==> src/rtl/inst_fetch.sv <==
// Instruction fetch stage: assembles 32-bit little-endian instructions from four
// byte reads and presents them, with a valid flag, to the IF/ID register.
// Supports a downstream stall and an immediate PC redirect from later stages.
module inst_fetch #(
    parameter logic [31:0] RESET_PC = 32'h0000_0000
) (
    input  logic        clk_in,
    input  logic        rst_in,
    output logic        mem_req_out,
    output logic [31:0] mem_addr_out,
    input  logic        mem_valid_in,
    input  logic [7:0]  mem_data_in,
    input  logic        stall_in,
    input  logic        branch_e_in,
    input  logic [31:0] branch_target_in,
    output logic [31:0] pc_out,
    output logic [31:0] inst_out,
    output logic        inst_valid_out
);

    typedef enum logic [0:0] {StFetch, StDrain} state_e;

    state_e      state_q, state_d;
    logic [31:0] pc_q, pc_d;
    logic [1:0]  byte_cnt_q, byte_cnt_d;
    logic [23:0] buf_q, buf_d;
    logic [31:0] pc_out_q, pc_out_d;
    logic [31:0] inst_out_q, inst_out_d;
    logic        inst_valid_q, inst_valid_d;

    logic        slot_blocked;
    logic        accept;

    // Memory request: held low in reset, while draining, and when the last byte
    // could not be placed because the presented instruction is stalled.
    always_comb begin
        slot_blocked = (byte_cnt_q == 2'd3) && inst_valid_q && stall_in;
        mem_req_out  = rst_in && (state_q == StFetch) && !slot_blocked;
        mem_addr_out = rst_in ? (pc_q + {30'd0, byte_cnt_q}) : 32'd0;
        accept       = mem_req_out && mem_valid_in;
    end

    // Next-state: redirect first, then fetch/load and output consumption.
    always_comb begin
        state_d      = state_q;
        pc_d         = pc_q;
        byte_cnt_d   = byte_cnt_q;
        buf_d        = buf_q;
        pc_out_d     = pc_out_q;
        inst_out_d   = inst_out_q;
        inst_valid_d = inst_valid_q;

        if (branch_e_in) begin
            pc_d         = {branch_target_in[31:2], 2'b00};
            byte_cnt_d   = 2'd0;
            inst_valid_d = 1'b0;
            if (state_q == StFetch) begin
                // A request still waiting for its byte must be drained first.
                state_d = (mem_req_out && !mem_valid_in) ? StDrain : StFetch;
            end else begin
                // The stale byte arriving this very cycle still ends the drain;
                // otherwise keep waiting for it.
                state_d = mem_valid_in ? StFetch : StDrain;
            end
        end else begin
            if (inst_valid_q && !stall_in) begin
                inst_valid_d = 1'b0;
            end
            unique case (state_q)
                StFetch: begin
                    if (accept) begin
                        if (byte_cnt_q != 2'd3) begin
                            buf_d[8*byte_cnt_q +: 8] = mem_data_in;
                            byte_cnt_d               = byte_cnt_q + 2'd1;
                        end else begin
                            // Load wins over consumption at the same edge.
                            inst_out_d   = {mem_data_in, buf_q};
                            pc_out_d     = pc_q;
                            inst_valid_d = 1'b1;
                            pc_d         = pc_q + 32'd4;
                            byte_cnt_d   = 2'd0;
                        end
                    end
                end
                StDrain: begin
                    if (mem_valid_in) begin
                        state_d = StFetch;
                    end
                end
                default: begin
                    state_d = StFetch;
                end
            endcase
        end
    end

    // State registers with synchronous active-low reset.
    always_ff @(posedge clk_in) begin
        if (!rst_in) begin
            state_q      <= StFetch;
            pc_q         <= RESET_PC;
            byte_cnt_q   <= 2'd0;
            buf_q        <= 24'd0;
            pc_out_q     <= 32'd0;
            inst_out_q   <= 32'd0;
            inst_valid_q <= 1'b0;
        end else begin
            state_q      <= state_d;
            pc_q         <= pc_d;
            byte_cnt_q   <= byte_cnt_d;
            buf_q        <= buf_d;
            pc_out_q     <= pc_out_d;
            inst_out_q   <= inst_out_d;
            inst_valid_q <= inst_valid_d;
        end
    end

    assign pc_out         = pc_out_q;
    assign inst_out       = inst_out_q;
    assign inst_valid_out = inst_valid_q;

endmodule

==> config.mk <==
export PLATFORM = sky130hd
export DESIGN_NAME = inst_fetch
export DESIGN_NICKNAME = d
export VERILOG_FILES = /design/src/rtl/inst_fetch.sv
export SDC_FILE = /design/constraint.sdc
export NUM_CORES = 1
export LEC_CHECK = 0
export CAP_MARGIN = 20
export CELL_PAD_IN_SITES_DETAIL_PLACEMENT = 0
export CELL_PAD_IN_SITES_GLOBAL_PLACEMENT = 1
export CORE_ASPECT_RATIO = 0.9
export CORE_MARGIN = 2
export CORE_UTILIZATION = 30
export CTS_BUF_LIST = sky130_fd_sc_hd__clkbuf_8
export DETAILED_ROUTE_END_ITERATION = 12
export PLACE_DENSITY_LB_ADDON = 0.3
export SLEW_MARGIN = 5
export SYNTH_ARGS = -nofsm -noshare
export SYNTH_HDL_FRONTEND = slang
export SYNTH_SLANG_ARGS = --single-unit
export TNS_END_PERCENT = 10
==> constraint.sdc <==
create_clock -name clk_in -period 2.45 [get_ports clk_in]
set_input_delay 0.49 -clock clk_in [delete_from_list [all_inputs] [get_ports clk_in]]
set_output_delay 0.49 -clock clk_in [all_outputs]
set_load 0.02 [all_outputs]
==> results of run 1 <==
==> stage by stage <==
| step | cells | setup TNS, ns |
|---|---|---|
| 2_1_floorplan | 687 | 0 |
| 3_3_place_gp | 1042 | -0.0454 |
| 3_5_place_dp | 1042 | -0.134 |
| 4_1_cts | 1074 | 0 |
| 5_1_grt | 1074 | 0 |
| 6_report | 1074 | 0 |
==> metal layers <==
layer | track usage | routed length (um) | vias up
li1 | - | - | 2665
met1 | 0.231 | 8000 | 2454
met2 | 0.257 | 7210 | 142
met3 | 0.0469 | 908 | 15
met4 | 0.0646 | 231 | 0
met5 | 0 | 0 | -
==> final cells by class <==
type	instances	area share
clock buffer	19	0.0340
tap	245	0.0399
timing repair buffer	164	0.213
inverter	4	0.00195
multi-input combinational	509	0.384
clock inverter	13	0.0148
sequential	120	0.313
==> critical path, stage by stage (launching register included) <==
cell      delay, ns
dfxtp_1        0.42
ha_1           0.25
a21boi_1       0.40
nand4_1        0.18
buf_4          0.21
or4_1          0.51
a31oi_1        0.19
==> flip-flops by register name (all words and copies together) (netlist names) <==
| signal | flops |
|---|---|
| pc_out | 30 |
| inst_valid_out | 1 |
| buf_q | 24 |
| pc_q | 30 |
| state_q | 1 |
| inst_out | 32 |
| byte_cnt_q | 2 |
==> path summary, 6_finish.rpt <==
path	start	endpoint	slack, ns
worst max-delay path	byte_cnt_q[0]	pc_q[23]	0.20
worst min-delay path	rst_in	pc_q[9]	0.40
worst max register to register	byte_cnt_q[0]	pc_q[23]	0.20
worst min register to register	buf_q[0]	buf_q[0]	0.46
==> logic make-up after synthesis <==
| family | after synthesis |
|---|---|
| other cells | 1 |
| buf+inv | 58 |
| fa+ha+maj | 6 |
| simple gates | 327 |
| xor+xnor | 7 |
| flops | 120 |
| compound gates | 167 |
==> power groups by stage <==
stage	combinational [uW]	sequential (uW)	clock (uW)
global route	425	2060	1880
floorplan	213	2070	0
finish	390	2050	1730
CTS	394	2050	1780
global placement	387	2100	0
detailed placement	392	2100	0
==> cell usage in the layout (no fill, tap or decap), types with 6 or more instances in the layout <==
cell,count
o21ai_0,29
ha_1,6
or4_1,7
buf_4,22
o31ai_1,7
nor2_1,7
a31oi_1,13
inv_1,8
and2_1,33
nor3b_1,6
and3_1,11
a21boi_0,85
nand2_1,166
clkbuf_8,19
nand3_1,40
nor4_1,6
clkdlybuf4s50_1,136
a21oi_1,8
nand4_1,15
clkinv_2,6
or3_1,6
dfxtp_1,120
==> impl_metrics.toml, run 1 <==
[floorplanning]
die_width_um = 148
die_h_um = 133
ioPinCount = 143
dieArea_sq_um = 19700
initial_core_util = 0.305
core_area_sq_um = 18300
rows = 47

[finish]
nets = 867
n_antenna_cell = 0
fill_cells = 1811
seqCellArea_sq_um = 2400
drive_above_1_share = 0.0772
utilization = 0.420
final_area_sq_um = 7690
multi_input_area_sq_um = 2950
syn_to_final_growth_pct = 37.8

[worst_hold_path]
hp-class = "in -> reg"
holdPathStages = 2

[logic_synthesis]
synthFlopType = "dfxtp_1"
ys_top_cells_by_area = "dfxtp_1 43%, a21boi_0 11%, nand2_1 11%, and2_1 3.7%, nand3_1 3.7%"
yosys_warnings = 0
synth_xor_area_frac = 0.0110
synth_top_family_by_area = "simple AND/OR/NAND/NOR gates"
synth_cell_types = 50
synth_seq_area_share = 0.431
synthArstFlopShare = 0
synth_largest_area_cell = "dfxtp_1"
synthesis.area_sq_um = 5580
avgSynthCellArea_sq_um = 8.13
synth.area.mux_share = 0
synth-seq-cells = 120
synth_edf_count = 0
synth_simple_gate_area_frac = 0.290
synth.most_common_cell = "nand2_1"
synthTopCellsByCount = "166 x nand2_1, 120 x dfxtp_1, 85 x a21boi_0, 44 x clkbuf_1, 41 x nand3_1"
synthCells = 686
synth_top_area_share = 0.431
synth_compound_area_frac = 0.212
synthAdderAreaFrac = 0.0135

[route]
drc = 0
routed_wl_um = 16400
vias = 5276
dr.pass1.iters = 4
via_per_inst = 4.91
drt_iter0_drc = 344
routedWlPerCell_um = 15.2
antenna_left = 0

[sta]
hold_ws_ns = 0.402
hold_viol_final = 0
worst_slack_ns = 0.200
rsz0062_at_grt = "no"
fmax_mhz = 445
tightest_slew_ns = 0.772
maxSlewHeadroom = 0.483
finClkSkew_ns = 0.0216
post-route-min-period_ns = 2.25
slew_viol_final = 0
finalSetupViolations = 0
period_share = 0.918

[grt]
grt_first_pass_wirelength_um = 26700
grt_max_degree = 63
first_global_vias = 5250
antenna_found_initial = 0
overflow = 0
grt_use_total = 0.170

[worst_setup_path]
crit_type = "reg -> reg"
start_kind = "flip-flop"
cp_data_required_time_ns = 2.81
reg2reg_depth = 6
crit_fanout = 11
end_kind = "flip-flop"
worst-endpoint-arrival_ns = 2.61

[power]
p_per_area_nw_per_um2 = 543
p_sw_frac = 0.252
power_switching_uw = 1050
leakagePower_uw = 0.00258
p_seq_frac = 0.492
power.internal_uw = 3120
ir_worst_vdd_mv = 0.281
power_frac_comb = 0.093
pwr-share-clk = 0.414
total_power_uw = 4170

[clock_network]
h-tree-depth = 4
cts_buffers = 17
postCtsResizedCells = 1
post_cts_buffers = 0
clock_path_buffers = 2
cts-root-buf = "clkbuf_8"
clk_pin_slew_ns = 0.08
clock_latency_ns = 0.44
cts_tree = "yes"
cts_hold_buf = 0
cts_sinks = 120

[placement]
dp_slack_ns = -0.0716
placed_area_sq_um = 7310
hpwl_um = 11600
place_congestion = 0.805
io_buffers = 138

[run_status]
status = "complete, no violations"

[flow_run]
maxCapViolCount = 0
(Power assumes the default switching activity.)
==> run 2: changes to the inputs <==
--- a/config.mk
+++ b/config.mk
@@ -5,12 +5,13 @@
 export SDC_FILE = /design/constraint.sdc
 export NUM_CORES = 1
 export LEC_CHECK = 0
+export ABC_AREA = 0
 export CAP_MARGIN = 20
 export CELL_PAD_IN_SITES_DETAIL_PLACEMENT = 0
 export CELL_PAD_IN_SITES_GLOBAL_PLACEMENT = 1
 export CORE_ASPECT_RATIO = 0.9
 export CORE_MARGIN = 2
-export CORE_UTILIZATION = 30
+export CORE_UTILIZATION = 33
 export CTS_BUF_LIST = sky130_fd_sc_hd__clkbuf_8
 export DETAILED_ROUTE_END_ITERATION = 12
 export PLACE_DENSITY_LB_ADDON = 0.3
==> constraint.sdc (replaced) <==
create_clock -name clk_in -period 1.8 [get_ports clk_in]
set_input_delay 0.36 -clock clk_in [delete_from_list [all_inputs] [get_ports clk_in]]
set_output_delay 0.36 -clock clk_in [all_outputs]
set_load 0.02 [all_outputs]
==> run 2 against run 1 <==
Clock-buffer cell count increased by 3; non-clock buffer count up 52; global-route usage increased by 1.5 points; fmax increased by 25%; power is 37% higher; sequential cell count is the same; final cell count increased by 1.7%; sequential power rose by 34%; via count is 3.3% higher; critical path depth unchanged; die area decreased by 8.8%; final area is 6.1% higher; critical path type unchanged; largest power group unchanged.
==> impl_metrics.toml, run 2 (synthesis gave the netlist of run 1 again) <==
[sta]
finClkSkew_ns = 0.0109
post-route-min-period_ns = 1.80
rsz0062_at_grt = "yes"
hold_ws_ns = 0.386
period_share = 0.998
hold_viol_final = 0
finalSetupViolations = 0
slew_viol_final = 0
fmax_mhz = 557

[grt]
grt_max_degree = 50
grt_use_total = 0.185
grt.busiest_layer = "met2"
grt.met1_usage = 0.256
grt.met2_usage = 0.285
grt.met3_usage = 0.0416
antenna_found_initial = 0
grt_first_pass_wirelength_um = 26600
overflow = 0
first_global_vias = 5246

[power]
pwr-share-clk = 0.407
p_per_area_nw_per_um2 = 702
p_seq_frac = 0.480
power_switching_uw = 1440
power_frac_comb = 0.113
ir_worst_vdd_mv = 0.407
power.internal_uw = 4280
p_sw_frac = 0.252
leakagePower_uw = 0.00334

[placement]
place_inst = 1058
hpwl_um = 12100
io_buffers = 138
place_congestion = 0.817

[floorplanning]
ioPinCount = 143
core_area_sq_um = 16700
initial_core_util = 0.334
rows = 45
dieArea_sq_um = 18000
die_h_um = 127
die_width_um = 141

[route]
antenna_left = 0
routedWlPerCell_um = 15.0
drt_iter0_drc = 319
dr.pass1.iters = 4
via_per_inst = 4.99
vias = 5451
routed_wl_um = 16400
drc = 0

[worst_setup_path]
crit_fanout = 8
worst-endpoint-arrival_ns = 2.13
cp_data_required_time_ns = 2.13
start_kind = "flip-flop"
end_kind = "flip-flop"
worstReg2RegStart = "byte_cnt_q[1]"
crit_type = "reg -> reg"
crit_start = "byte_cnt_q[1]"

[finish]
fill_cells = 1601
n_antenna_cell = 0
drive_above_1_share = 0.154
largest_reg_flops = 32
final_common_cell = "nand2_1"
syn_to_final_growth_pct = 46.2
instances_no_fill = 1092
nets = 919
final_cell_mix = "166 x nand2_1, 112 x dfxtp_1, 81 x clkdlybuf4s50_1"

[clock_network]
cts_hold_buf = 0
clk_pin_slew_ns = 0.07
cts_tree = "yes"
clock_path_buffers = 2
cts_sinks = 120
clock_latency_ns = 0.45
cts-root-buf = "clkbuf_8"
cts_buffers = 17
h-tree-depth = 4

[run_status]
status = "complete, no violations"

[flow_run]
maxCapViolCount = 0

[worst_hold_path]
min_from = "rst_in"
hp-class = "in -> reg"
==> run 2: changes by cell type in the layout (fill, tap and decap cells not counted), moves of 3 or more <==
cell             previous run  this run
clkdlybuf4s15_1             0         7
clkinvlp_4                  0         3
buf_4                      22        73
dfxtp_2                     0         6
a21boi_0                   85        80
dlymetal6s2s_1              0        20
clkdlybuf4s50_1           136        81
clkinv_2                    6         2
dfxtp_1                   120       112
dlygate4sd2_1               1        27
a21boi_1                    2         6
clkbuf_8                   19        22
==> run 2: layout make-up <==
cell class	instances	area (sq um)	area share
sequential	120	2420	0.296
tap	211	264	0.0324
inverter	4	18.8	0.00230
timing repair buffer	216	2060	0.253
clock buffer	22	303	0.0371
multi-input combinational	509	3010	0.370
clock inverter	10	78.8	0.00966
==> run 2: layer usage <==
| metal | part of all wire | wire length (um) |
|---|---|---|
| met3 | 0.056 | 915 |
| met1 | 0.49 | 8060 |
| met5 | 0 | 0 |
| met2 | 0.44 | 7120 |
| met4 | 0.017 | 272 |
==> run 2: worst max-delay path, stage by stage (launching register included) <==
cell and delay (ns):
dfxtp_4 0.36, ha_4 0.14, a21boi_4 0.23, nand4_1 0.12, buf_4 0.18, or3_4 0.39, a211o_1 0.26
==> run 2: final timing paths <==
| check | endpoint | slack [ns] | cells past startpoint |
|---|---|---|---|
| setup reg to reg | pc_q[27] | 0.004 | 6 |
| setup / recovery | pc_q[27] | 0.004 | 6 |
| hold reg to reg | inst_out[17] | 0.46 | 2 |
| hold / removal | pc_q[4] | 0.39 | 3 |
==> run 2: power by group through the flow <==
stage	sequential, uW	combinational [uW]	clock [uW]
finish	2750	648	2330
global route	2750	702	2490
CTS	2750	644	2380
detailed placement	2810	665	0
global placement	2800	656	0
floorplan	2820	293	0
==> run 2: timing repair <==
action	4_1_cts	5_1_grt
buffers inserted	0	2
resized for setup	42	42
endpoints found under the setup margin	38	55
pin swaps	2	4
==> run 2: metrics by stage <==
stage	util	worst slack (ns)	setup TNS (ns)	power (uW)	area [sq um]
floorplan	-	-0.0278	-0.0453	3110	5640
global placement	0.461	-0.380	-26.97	3460	7710
detailed placement	0.461	-0.416	-33.33	3470	7710
CTS	0.481	0.00110	0	5770	8050
global route	0.488	-0.0570	-0.183	5950	8160
finish	0.488	0.00394	0	5720	8160
